`config.mk`:
```
export PLATFORM = sky130hd
export DESIGN_NAME = prog_mem_ctrl_flat
export DESIGN_NICKNAME = d
export VERILOG_FILES = /design/src/rtl/prog_mem_ctrl_if.sv /design/src/rtl/prog_mem_ctrl.sv /design/src/flat_wrapper.sv
export SDC_FILE = /design/constraint.sdc
export NUM_CORES = 1
export LEC_CHECK = 0
export ABC_AREA = 1
export BUFFER_PORTS_ARGS = -buffer_cell sky130_fd_sc_hd__buf_2
export CAP_MARGIN = 20
export CORE_MARGIN = 2
export CORE_UTILIZATION = 40
export CTS_CLUSTER_DIAMETER = 120
export DETAILED_ROUTE_END_ITERATION = 10
export MAX_ROUTING_LAYER = met4
export SKIP_CTS_REPAIR_TIMING = 1
export SLEW_MARGIN = 5
export SYNTH_ARGS = -nofsm -noshare
export SYNTH_HDL_FRONTEND = slang
export SYNTH_SLANG_ARGS = --single-unit
export TNS_END_PERCENT = 10
```
`constraint.sdc`:
```
create_clock -name clk -period 1.8 [get_ports clk]
set_input_delay 0.18 -clock clk [delete_from_list [all_inputs] [get_ports clk]]
set_output_delay 0.18 -clock clk [all_outputs]
set_load 0.01 [all_outputs]
```
`src/rtl/prog_mem_ctrl_if.sv`:
```
// rtl/prog_mem_ctrl_if.sv - fetch and loader port bundle for prog_mem_ctrl (load_cksum only with PMEM_CKSUM_EN)
interface prog_mem_ctrl_if #(
  parameter int ADDR_W = 4,
  parameter int DATA_W = 8
);
  logic [ADDR_W-1:0] fetch_addr;
  logic [DATA_W-1:0] fetch_data;
  logic              cpu_hold;
  logic              load_start;
  logic              load_valid;
  logic [DATA_W-1:0] load_data;
  logic              load_ready;
  logic              load_done;
  logic [ADDR_W:0]   load_count;
`ifdef PMEM_CKSUM_EN
  logic [DATA_W-1:0] load_cksum;

  modport master (
    output fetch_addr, load_start, load_valid, load_data,
    input  fetch_data, cpu_hold, load_ready, load_done, load_count, load_cksum
  );
  modport slave (
    input  fetch_addr, load_start, load_valid, load_data,
    output fetch_data, cpu_hold, load_ready, load_done, load_count, load_cksum
  );
`else
  modport master (
    output fetch_addr, load_start, load_valid, load_data,
    input  fetch_data, cpu_hold, load_ready, load_done, load_count
  );
  modport slave (
    input  fetch_addr, load_start, load_valid, load_data,
    output fetch_data, cpu_hold, load_ready, load_done, load_count
  );
`endif
endinterface

```
`src/rtl/prog_mem_ctrl.sv`:
```
// rtl/prog_mem_ctrl.sv - register-based program memory with byte-serial loader and CPU hold (optional PMEM_CKSUM_EN)
module prog_mem_ctrl #(
  parameter int ADDR_W = 4,
  parameter int DATA_W = 8
) (
  input  logic            clk,
  input  logic            rst_n,
  prog_mem_ctrl_if.slave  bus
);
  localparam int DEPTH = 2 ** ADDR_W;

  typedef enum logic [1:0] {
    S_RUN   = 2'd0,
    S_LOAD  = 2'd1,
    S_FLUSH = 2'd2
  } state_t;

  state_t              r_state;
  state_t              w_next_state;
  logic [DATA_W-1:0]   r_mem [DEPTH];
  logic [ADDR_W-1:0]   r_ptr;
  logic [ADDR_W:0]     r_count;
  logic                r_hold;
  logic                w_load_ready;
  logic                w_load_done;
  logic                w_xfer;
  logic                w_ptr_last;

  assign w_xfer     = w_load_ready & bus.load_valid;
  assign w_ptr_last = (r_ptr == ADDR_W'(DEPTH - 1));

  // State register
  always_ff @(posedge clk or negedge rst_n) begin
    if (!rst_n) r_state <= S_RUN;
    else        r_state <= w_next_state;
  end

  // Next state and handshake outputs; a full memory wins over a same-cycle terminate
  always_comb begin
    w_next_state = r_state;
    w_load_ready = 1'b0;
    w_load_done  = 1'b0;
    unique case (r_state)
      S_RUN: begin
        if (bus.load_start) w_next_state = S_LOAD;
      end
      S_LOAD: begin
        w_load_ready = 1'b1;
        if ((bus.load_valid && w_ptr_last) || bus.load_start) w_next_state = S_FLUSH;
      end
      S_FLUSH: begin
        w_load_done  = 1'b1;
        w_next_state = S_RUN;
      end
      default: w_next_state = S_RUN;
    endcase
  end

  // Memory array: cleared on reset, written only by accepted loader bytes
  always_ff @(posedge clk or negedge rst_n) begin
    if (!rst_n) begin
      for (int i = 0; i < DEPTH; i++) r_mem[i] <= '0;
    end else if (w_xfer) begin
      r_mem[r_ptr] <= bus.load_data;
    end
  end

  // Write pointer, byte count and CPU hold; hold tracks entry to LOAD and exit from FLUSH
  always_ff @(posedge clk or negedge rst_n) begin
    if (!rst_n) begin
      r_ptr   <= '0;
      r_count <= '0;
      r_hold  <= 1'b0;
    end else begin
      if (r_state == S_RUN && bus.load_start) begin
        r_ptr   <= '0;
        r_count <= '0;
        r_hold  <= 1'b1;
      end else if (r_state == S_FLUSH) begin
        r_hold  <= 1'b0;
      end
      if (w_xfer) begin
        r_ptr   <= r_ptr + 1'b1;
        r_count <= r_count + 1'b1;
      end
    end
  end

`ifdef PMEM_CKSUM_EN
  logic [DATA_W-1:0] r_cksum;

  // Running byte sum of the current load, cleared when a load begins
  always_ff @(posedge clk or negedge rst_n) begin
    if (!rst_n)                                  r_cksum <= '0;
    else if (r_state == S_RUN && bus.load_start) r_cksum <= '0;
    else if (w_xfer)                             r_cksum <= r_cksum + bus.load_data;
  end

  assign bus.load_cksum = r_cksum;
`endif

  assign bus.fetch_data = r_hold ? '0 : r_mem[bus.fetch_addr];
  assign bus.cpu_hold   = r_hold;
  assign bus.load_ready = w_load_ready;
  assign bus.load_done  = w_load_done;
  assign bus.load_count = r_count;
endmodule

```
`src/flat_wrapper.sv`:
```
// flat-port wrapper written by rule: the top's interface ports become plain ports
module prog_mem_ctrl_flat 
#(
  parameter int ADDR_W = 4,
  parameter int DATA_W = 8
)
  (clk, rst_n, bus_fetch_addr, bus_load_start, bus_load_valid, bus_load_data, bus_fetch_data, bus_cpu_hold, bus_load_ready, bus_load_done, bus_load_count);
  prog_mem_ctrl_if #(.ADDR_W(ADDR_W), .DATA_W(DATA_W)) bus_i ();
  input  logic clk;
  input  logic rst_n;
  input wire logic [$bits(bus_i.fetch_addr)-1:0] bus_fetch_addr;
  input wire logic [$bits(bus_i.load_start)-1:0] bus_load_start;
  input wire logic [$bits(bus_i.load_valid)-1:0] bus_load_valid;
  input wire logic [$bits(bus_i.load_data)-1:0] bus_load_data;
  output wire logic [$bits(bus_i.fetch_data)-1:0] bus_fetch_data;
  output wire logic [$bits(bus_i.cpu_hold)-1:0] bus_cpu_hold;
  output wire logic [$bits(bus_i.load_ready)-1:0] bus_load_ready;
  output wire logic [$bits(bus_i.load_done)-1:0] bus_load_done;
  output wire logic [$bits(bus_i.load_count)-1:0] bus_load_count;
  assign bus_i.fetch_addr = bus_fetch_addr;
  assign bus_i.load_start = bus_load_start;
  assign bus_i.load_valid = bus_load_valid;
  assign bus_i.load_data = bus_load_data;
  assign bus_fetch_data = bus_i.fetch_data;
  assign bus_cpu_hold = bus_i.cpu_hold;
  assign bus_load_ready = bus_i.load_ready;
  assign bus_load_done = bus_i.load_done;
  assign bus_load_count = bus_i.load_count;
  prog_mem_ctrl #(.ADDR_W(ADDR_W), .DATA_W(DATA_W)) u_core (.clk(clk), .rst_n(rst_n), .bus(bus_i));
endmodule
```
======== Yosys cells after proc, flatten, opt, wreduce, memory -nomap -nowiden ========
Index checks and enable logic that the tools add are counted.
operators by class
  add/subtract/negate cells ............... 2
  multiply operators ...................... 0
  div/mod/pow operators ................... 0
  order comparisons ....................... 3
  eq/ne operators ......................... 5
  shifts and indexed selects .............. 0
  mux-type cells .......................... 18
  bitwise operators ....................... 3
  reductions and logical operators ........ 8
operators with widths
  kind                                                      number
  bitwise mux 128 bit                                       1
  binary-select mux 8 bit (select 4 bit)                    1
  demux 8 bit (select 4 bit)                                1
  two-way mux 8 bit                                         4
  greater-or-equal comparator 5 bit, second input constant  2
  two-way mux 5 bit                                         2
  NOT 4 -> 5 bit                                            2
  two-way mux 4 bit                                         2
  adder 5 x 1 -> 5 bit, second input constant               1
  < comparator 5 x 1 -> 1 bit, second input constant        1
  adder 4 x 1 -> 4 bit, second input constant               1
  equality test 4 bit, second input constant                1
  two-way mux 1 bit                                         4
  two-way mux 2 bit                                         2
  case mux 2 bit (2 select lines)                           1
  nonzero test 2 bit                                        2
  logical AND 1 bit                                         3
  equality test 2 x 1 -> 1 bit, second input constant       1
  equality test 2 bit, second input constant                1
  logical NOT 2 bit                                         1
  != test 2 x 1 -> 1 bit, second input constant             1
  != test 2 bit, second input constant                      1
  AND reduction 2 bit                                       1
  AND 1 bit                                                 1
  logical OR 1 bit                                          1
word-level totals
  flip-flop bits (word level) ............. 140
  bits in latches ......................... 0
  memory bits (writable) .................. 0
  memory bits (read-only) ................. 0
  input bits .............................. 16
  output and inout port bits .............. 16
  word-level logic and storage cells ...... 59
  memories kept ........................... 0

======== Longest topological paths before layout ========
Gate-level depths: netlist (run 1).
  depth after elaboration ................. 6
  depth in mapped cells ................... 9

======== Worst setup path before layout (run 1) ========
Ideal clock, no wire load.
  path kind ............................... reg-to-reg
  start ................................... register u_core.r_ptr[0]
  end ..................................... register u_core.r_mem[30] (netlist bit)
  arrival ................................. 1.367 ns
  required time ........................... 1.667 ns
  setup slack ............................. 0.300 ns
  cell stages (with the launch flop) ...... 7
  buffers on the path ..................... 1
  cell sequence ........................... dfrtp_1 inv_1 ha_1 nand4_2 clkbuf_1 nand2_1 o21ai_0
between the ends
  word-level cells in the longest chain between the ends .. 6
  elaborated cells between the ends (all ways) .. 7
  those cells by class .................... order compare (2); mux (3); bitwise (1); reduce/logical (1)
ends and longest elaborated chain
  what                                                                                                    RTL line             text
  start: declaration                                                                                      prog_mem_ctrl.sv:21  logic [ADDR_W-1:0] r_ptr;
  start signal: assignment                                                                                prog_mem_ctrl.sv:83  r_ptr <= r_ptr + 1'b1;
  NOT 4 -> 5 bit (not written as such) (*)                                                                prog_mem_ctrl.sv:64  r_mem[r_ptr] <= bus.load_data;
  greater-or-equal comparator 5 bit (not written as such) or < comparator 5 x 1 -> 1 bit (tied branches)  prog_mem_ctrl.sv:64
  logical AND 1 bit (not written as such)                                                                 prog_mem_ctrl.sv:64
  two-way mux 8 bit (not written as such)                                                                 prog_mem_ctrl.sv:64
  demux 8 bit (select 4 bit) (*)                                                                          prog_mem_ctrl.sv:64
  bitwise mux 128 bit (*)                                                                                 prog_mem_ctrl.sv:64
  end signal: indexed assignment                                                                          prog_mem_ctrl.sv:64
  end: declaration                                                                                        prog_mem_ctrl.sv:20  logic [DATA_W-1:0] r_mem [DEPTH];
Mark *: on every way between the ends. The rest lies on a longest branch, timed or not.
A chain may end at the register's enable or synchronous reset.

======== Final worst setup path (run 1) ========
  start ................................... register u_core.r_mem[16] (netlist bit)
  end ..................................... output bus_fetch_data[0]
between the ends
  word-level cells in the longest chain between the ends .. 4
ends and longest elaborated chain
  what                                                   RTL line              text
  binary-select mux 8 bit (select 4 bit)                 prog_mem_ctrl.sv:102  assign bus.fetch_data = r_hold ? '0 : r_mem[bus.fetch_addr];
  two-way mux 8 bit (not written as such) (2 in series)  prog_mem_ctrl.sv:102
  two-way mux 8 bit                                      prog_mem_ctrl.sv:102
  end: declaration                                       flat_wrapper.sv:15    output wire logic [$bits(bus_i.fetch_data)-1:0] bus_fetch_data;
Every way passes these cells. The select of a mux whose other input is x is not followed.

==> key figures, run 1 <==
Power
  – Max VDD drop: 1010 µV
  – Psw: 3355 µW
  – Leakage: 0.004030 µW
  – P per Cell Area: 1178 nW/µm²
  – Switch share: 33.73%
  – Seq pwr share: 42.0%
  – Combinational group share of total power: 23.1%
  – Cell Int Power: 6591 µW
  – Clock network fraction of total power: 34.9%

Clock tree
  – CTS clk-pin slew, worst paths: 0.06 ns
  – CTS Root Cell: clkbuf_16
  – Num CTS Buffers: 17
  – CTS sink cnt: 140
  – CTS tree: done
  – Clock buffer depth: 2
  – Worst-Skew Late Latency: 0.42 ns
  – H-tree Lvls: 4

Global route
  – Vias in the first global route: 5606
  – GRT overflow: 0
  – Total track usage: 20.54%
  – Initial antenna violation count: 0
  – Largest net degree at the start of global routing: 45
  – First-pass GRT wire length: 30550 µm

Cells and area
  – Area delta synth->final: 14.86%
  – Cell area after layout: 8443 µm²
  – # nets final: 928
  – Most frequent cells in the layout: 323 x nand2_1, 140 x dfrtp_1, 80 x inv_1
  – Most common cell after layout, fill and taps aside: nand2_1
  – Share of post-route cells with drive strength above 1: 23.70%
  – Ant diodes: 0

Synthesis
  – Post-Syn Area per Cell: 8.420 µm²
  – Yosys reg bits: 140
  – Syn Nets: 894
  – Cell count after synthesis: 873
  – Synthesized area: 7351 µm²
  – YS warnings: 0
  – Sequential cell area fraction in the yosys report: 47.66%
  – Unique cell type count in the Yosys netlist: 28

Critical path
  – Critical path's most frequent cell: nand3_1
  – CP peak stage delay: 0.35 ns
  – CP startpoint kind: flop
  – CP Capture Type: primary output
  – CP cell instances: inv_1 -> nand2_1 -> nand3_1 -> nand3_1 -> nand3_1 -> a21oi_2 -> buf_2
  – Crit path max fanout: 2
  – WP data required: 1.62 ns
  – Crit Path Class: reg2out
  – Slowest stage cell, crit path: dfrtp_1
  – CP arrival: 1.54 ns

Placed design
  – PortBufs: 31
  – Placer Congestion: 0.8411
  – DPL Wire Length: 12150 µm
  – Post-DP Area: 7789 µm²

Timing
  – Layout Skew: 0.009704 ns
  – Worst Max-Slew Pin Slew: 0.5937 ns
  – Slew Limit Fails: 0
  – RSZ-0062 raised after global routing: yes
  – Slew headroom: 60.42%
  – Hold Fails Final Rpt: 0
  – Final worst path period need: 1.718 ns
  – Max Freq: 0.5822 GHz
  – Fin Hold WS: 0.04471 ns
  – Final setup violation count: 0
  – Crit share post-route: 95.42%

Routing
  – Via/cell ratio: 5.017
  – Vias: 5764
  – DR WL/cell: 15.95 µm
  – DRC marker count from the first detailed-route iteration: 384
  – Remaining DRCs: 0
  – Routed wire length: 18330 µm
  – Drt pass-1 iters: 4
  – Post-DRT Antenna Nets: 0

Hold path
  – Hold crit path type: in2reg

Floorplanning
  – Die area: 19480 µm²
  – Placeable core region: 18020 µm²
  – FP Rows: 49
  – Die width: 139.6 µm
  – Die height: 139.6 µm
  – Boundary Pins: 32
  – Starting Density: 40.78%

Flow run
  – Max_cap viols: 0

Status
  – Status: finished, final reports clean
-- per-layer routing --
metal / share of wire (%) / vias up / track usage, %
met5: 0 / - / -
met4: 0.79 / 0 / 4.632
met3: 2.8 / 12 / 4.095
met2: 48 / 89 / 32.38
met1: 48 / 2786 / 27.68
li1: - / 2877 / -
-- cells by family (layout without fill, tap and decap cells) --
logic type / count (synthesis) / in the layout / synth area share, %
simple gates: 440 / 440 / 27.97
fa+ha+maj: 5 / 5 / 0.8511
xor+xnor: 2 / 2 / 0.2383
buf+inv: 138 / 185 / 9.242
compound gates: 148 / 148 / 14.04
flops: 140 / 140 / 47.66
-- state kept, by name, indices dropped and copies added, names as in the netlist --
register,cells
u_core.r_mem,128
u_core.r_ptr,4
u_core.bus.load_count,5
u_core.bus.cpu_hold,1
u_core.r_state,2
-- path summary, 6_finish.rpt --
path | cells past startpoint | slack [ns] | start | to
worst max-delay path | 7 | 0.08 | u_core.r_mem[16] | bus_fetch_data[0]
worst min-delay path | 4 | 0.04 | bus_load_start | u_core.r_state[0]
worst max register to register | 7 | 0.18 | u_core.r_state[0] | u_core.r_mem[32]
worst min register to register | 1 | 0.46 | u_core.bus.load_count[4] | u_core.bus.load_count[4]
max in group asynchronous | 3 | 0.97 | rst_n | u_core.r_mem[95]
min in group asynchronous | 2 | 0.27 | rst_n | u_core.r_mem[79]
-- critical path: cells and delay by family (launching register included) --
kind / cells / cell delay, ns
simple gates: 4 / 0.39
flops: 1 / 0.35
compound gates: 1 / 0.18
buf+inv: 2 / 0.20
-- through the flow --
| stage | setup TNS (ns) | util, % | setup slack [ns] | total power [µW] | std cells |
|---|---|---|---|---|---|
| floorplan | 0 | - | 0.3001 | 5890 | 873 |
| global placement | 0 | 43.21 | 0.1309 | 6446 | 1116 |
| detailed placement | 0 | 43.21 | 0.08309 | 6505 | 1116 |
| CTS | -0.07170 | 46.43 | -0.05728 | 9998 | 1148 |
| global route | -0.05932 | 46.84 | -0.01681 | 10560 | 1149 |
| finish | 0 | 46.84 | 0.08242 | 9947 | 1149 |
-- area by class of cell --
type,instances,area [µm²]
inverter,85,326.6
timing repair buffer,68,516.7
tap,229,286.5
sequential,140,3503
clock buffer,17,425.4
fill,1790,9582
clock inverter,15,153.9
multi-input combinational,595,3231
-- Yosys cell counts, drive strengths merged --
library cell	count	area [µm²]
inv	85	324.1
xnor2	1	8.760
buf	26	254.0
ha	5	62.56
nand2	330	1256
xor2	1	8.760
a21oi	13	65.06
nand3	87	447.9
o21ai	133	954.7
nor2	5	26.27
nand4	15	310.3
o22ai	2	12.51
nor3	3	15.01
dfrtp	140	3503
clkbuf	27	101.4
-- power groups by stage --
stage / clock [µW] / combinational (µW) / sequential (µW)
after floorplan: 0 / 1780 / 4110
after global placement: 0 / 2240 / 4200
after detailed placement: 0 / 2290 / 4210
after CTS: 3530 / 2300 / 4170
after global routing: 3700 / 2600 / 4260
final: 3470 / 2300 / 4180
(Power assumes the default switching activity.)
==> run 2, diff against run 1 <==
==> constraint.sdc (replaced) <==
create_clock -name clk -period 2.1 [get_ports clk]
set_input_delay 0.21 -clock clk [delete_from_list [all_inputs] [get_ports clk]]
set_output_delay 0.21 -clock clk [all_outputs]
set_load 0.01 [all_outputs]
==> run 2 against run 1 <==
Worst hold slack improved by 0.0086 ns. Sequential share of layout area increased by 0.61 points. First-iteration DRC count increased by 38%.
==> key figures, run 2 (same netlist as run 1, synthesis figures left out) <==
Global route
  – Total track usage: 21.13% (+0.59 points)
  – Vias in the first global route: 5564 (-0.75%)
  – Initial antenna violation count: 0 (unchanged)
  – First-pass GRT wire length: 30850 µm (+0.99%)
  – Largest net degree at the start of global routing: 65 (+44%)
  – GRT overflow: 0 (unchanged)

Timing
  – Worst Max-Slew Pin Slew: 0.8013 ns (+0.2076 ns)
  – Final worst path period need: 1.809 ns
  – Layout Skew: 0.009057 ns (-0.0006472 ns)
  – Crit share post-route: 86.14%
  – Slew Limit Fails: 0 (unchanged)
  – Total negative slack: 0 ns (unchanged)
  – Final setup violation count: 0 (unchanged)
  – Max Freq: 0.5528 GHz
  – Slew headroom: 46.52% (-14 points)
  – Worst setup margin: 0.2911 ns (+0.2087 ns)
  – Hold Fails Final Rpt: 0 (unchanged)
  – RSZ-0062 raised after global routing: no

Power
  – Leakage: 0.003979 µW (-1.3%)
  – P per Cell Area: 1039 nW/µm² (-12%)
  – Max VDD drop: 642.1 µV (-36%)
  – Design Power: 8649 µW (-13%)

Routing
  – Via/cell ratio: 5.057 (+0.81%)
  – DR WL/cell: 16.58 µm (+4.0%)
  – Remaining DRCs: 0 (unchanged)
  – Drt pass-1 iters: 5 (+1)
  – Vias: 5765 (+0.017%)
  – DRC marker count from the first detailed-route iteration: 528 (+38%)
  – Routed wire length: 18910 µm (+3.2%)
  – Post-DRT Antenna Nets: 0 (unchanged)

Cells and area
  – Fin util: 46.17% (-0.67 points)
  – Share of post-route cells with drive strength above 1: 21.08% (-2.6 points)
  – # nets final: 919 (-0.97%)
  – Area delta synth->final: 13.21%
  – Flip-flop count of the largest register after layout: 128 (unchanged)
  – Cell area after layout: 8322 µm² (-1.4%)
  – Most common cell after layout, fill and taps aside: nand2_1
  – Most frequent cells in the layout: 325 x nand2_1, 140 x dfrtp_1, 86 x nand3_1
  – Reg with most FFs: u_core.r_mem
  – Ant diodes: 0 (unchanged)

Critical path
  – CP bufs+invs: 2 (unchanged)
  – Critical path's most frequent cell: nand3_1
  – CP peak stage delay: 0.34 ns (about the same)
  – WP data required: 1.89 ns (+0.27 ns)
  – CP Capture Type: primary output
  – Crit-path leading delay family: simple AND/OR/NAND/NOR gates
  – CP arrival: 1.60 ns (+0.06 ns)
  – CP cell instances: inv_1 -> nand2_1 -> nand3_1 -> nand3_1 -> nand3_1 -> a21oi_1 -> buf_2
  – Crit path max fanout: 2 (unchanged)
  – Crit Path Class: reg2out
  – CP startpoint kind: flop
  – Slowest stage cell, crit path: dfrtp_1

Status
  – Status: finished, final reports clean

Floorplanning
  – Die height: 139.6 µm (unchanged)
  – Die area: 19480 µm² (unchanged)
  – Boundary Pins: 32 (unchanged)
  – Starting Density: 40.78% (unchanged)
  – FP Rows: 49 (unchanged)
  – Die width: 139.6 µm (unchanged)
  – Placeable core region: 18020 µm² (unchanged)

Hold path
  – Hold crit path type: in2reg

Clock tree
  – Num CTS Buffers: 17 (unchanged)
  – Worst-Skew Late Latency: 0.43 ns (about the same)
  – CTS Root Cell: clkbuf_16
  – Clock buffer depth: 2 (unchanged)
  – CTS clk-pin slew, worst paths: 0.06 ns (about the same)
  – CTS sink cnt: 140 (unchanged)
  – H-tree Lvls: 4 (unchanged)
  – CTS tree: done

Placed design
  – DPL Wire Length: 12560 µm (+3.4%)
  – Placer Congestion: 0.8406 (about the same)
  – Post-DP Area: 7709 µm² (-1.0%)
  – PortBufs: 31 (unchanged)
  – Setup Slack @ Placement: 0.3468 ns (+0.2637 ns)

Flow run
  – Max_cap viols: 0 (unchanged)
run 2: cell types whose count changed in the layout (fill, tap and decap cells not counted), moves of 2 or more:
cell	before	now
a21oi_1	7	13
a21oi_2	6	0
buf_4	30	22
bufinv_16	1	3
clkbuf_1	0	2
clkbuf_8	0	2
clkinv_2	1	4
inv_6	6	0
inv_8	3	0
nand2_1	323	325
nand2_2	6	4
nand3_1	79	86
nand3_2	7	0
run 2: path summary, 6_finish.rpt:
kind | start | depth (start not counted) | slack, ns | end
worst max register to register | u_core.r_state[0] | 8 | 0.35 | u_core.r_mem[62]
max in group asynchronous | rst_n | 3 | 1.18 | u_core.r_mem[61]
worst min-delay path | bus_load_start | 4 | 0.05 | u_core.r_state[0]
worst max-delay path | u_core.r_mem[108] | 7 | 0.29 | bus_fetch_data[4]
worst min register to register | u_core.bus.load_count[4] | 1 | 0.47 | u_core.bus.load_count[4]
min in group asynchronous | rst_n | 2 | 0.27 | u_core.r_mem[96]
run 2: through the flow:
stage                     std cells  hold slack, ns
final                          1140         0.05331
after global routing           1140         0.08591
after CTS                      1139         -0.2919
after detailed placement       1107          0.1599
after global placement         1107          0.1654
after floorplan                 873        -0.08559
run 2: worst reg2reg max path: stages, from the launching register on:
cell and delay [ns]:
dfrtp_1 0.40, inv_2 0.08, nor2_4 0.11, nand2_4 0.09, inv_4 0.18, buf_12 0.18, nand4_4 0.30, nand2_1 0.21
o21ai_2 0.07
run 2: power breakdown:
group	internal [µW]	switching (µW)
registers	3220	380
clock network	1920	1180
logic	731	1210
run 2: layout make-up:
cell class | instances | area, µm²
clock buffers | 21 | 460.4
well taps | 229 | 286.5
fillers | 1796 | 9703
inverters | 85 | 324.1
flip-flops and latches | 140 | 3503
repair buffers | 59 | 436.7
clock inverters | 11 | 142.6
multi-input cells | 595 | 3168
run 2: routing by layer:
| layer | global-route usage, % | part of all wire (%) | up-vias | routed length [µm] |
|---|---|---|---|---|
| li1 | - | - | 2850 | - |
| met1 | 28.95 | 47 | 2747 | 8978 |
| met2 | 31.09 | 45 | 134 | 8601 |
| met3 | 3.889 | 4.2 | 34 | 786 |
| met4 | 8.632 | 2.8 | 0 | 538 |
| met5 | - | 0 | - | 0 |
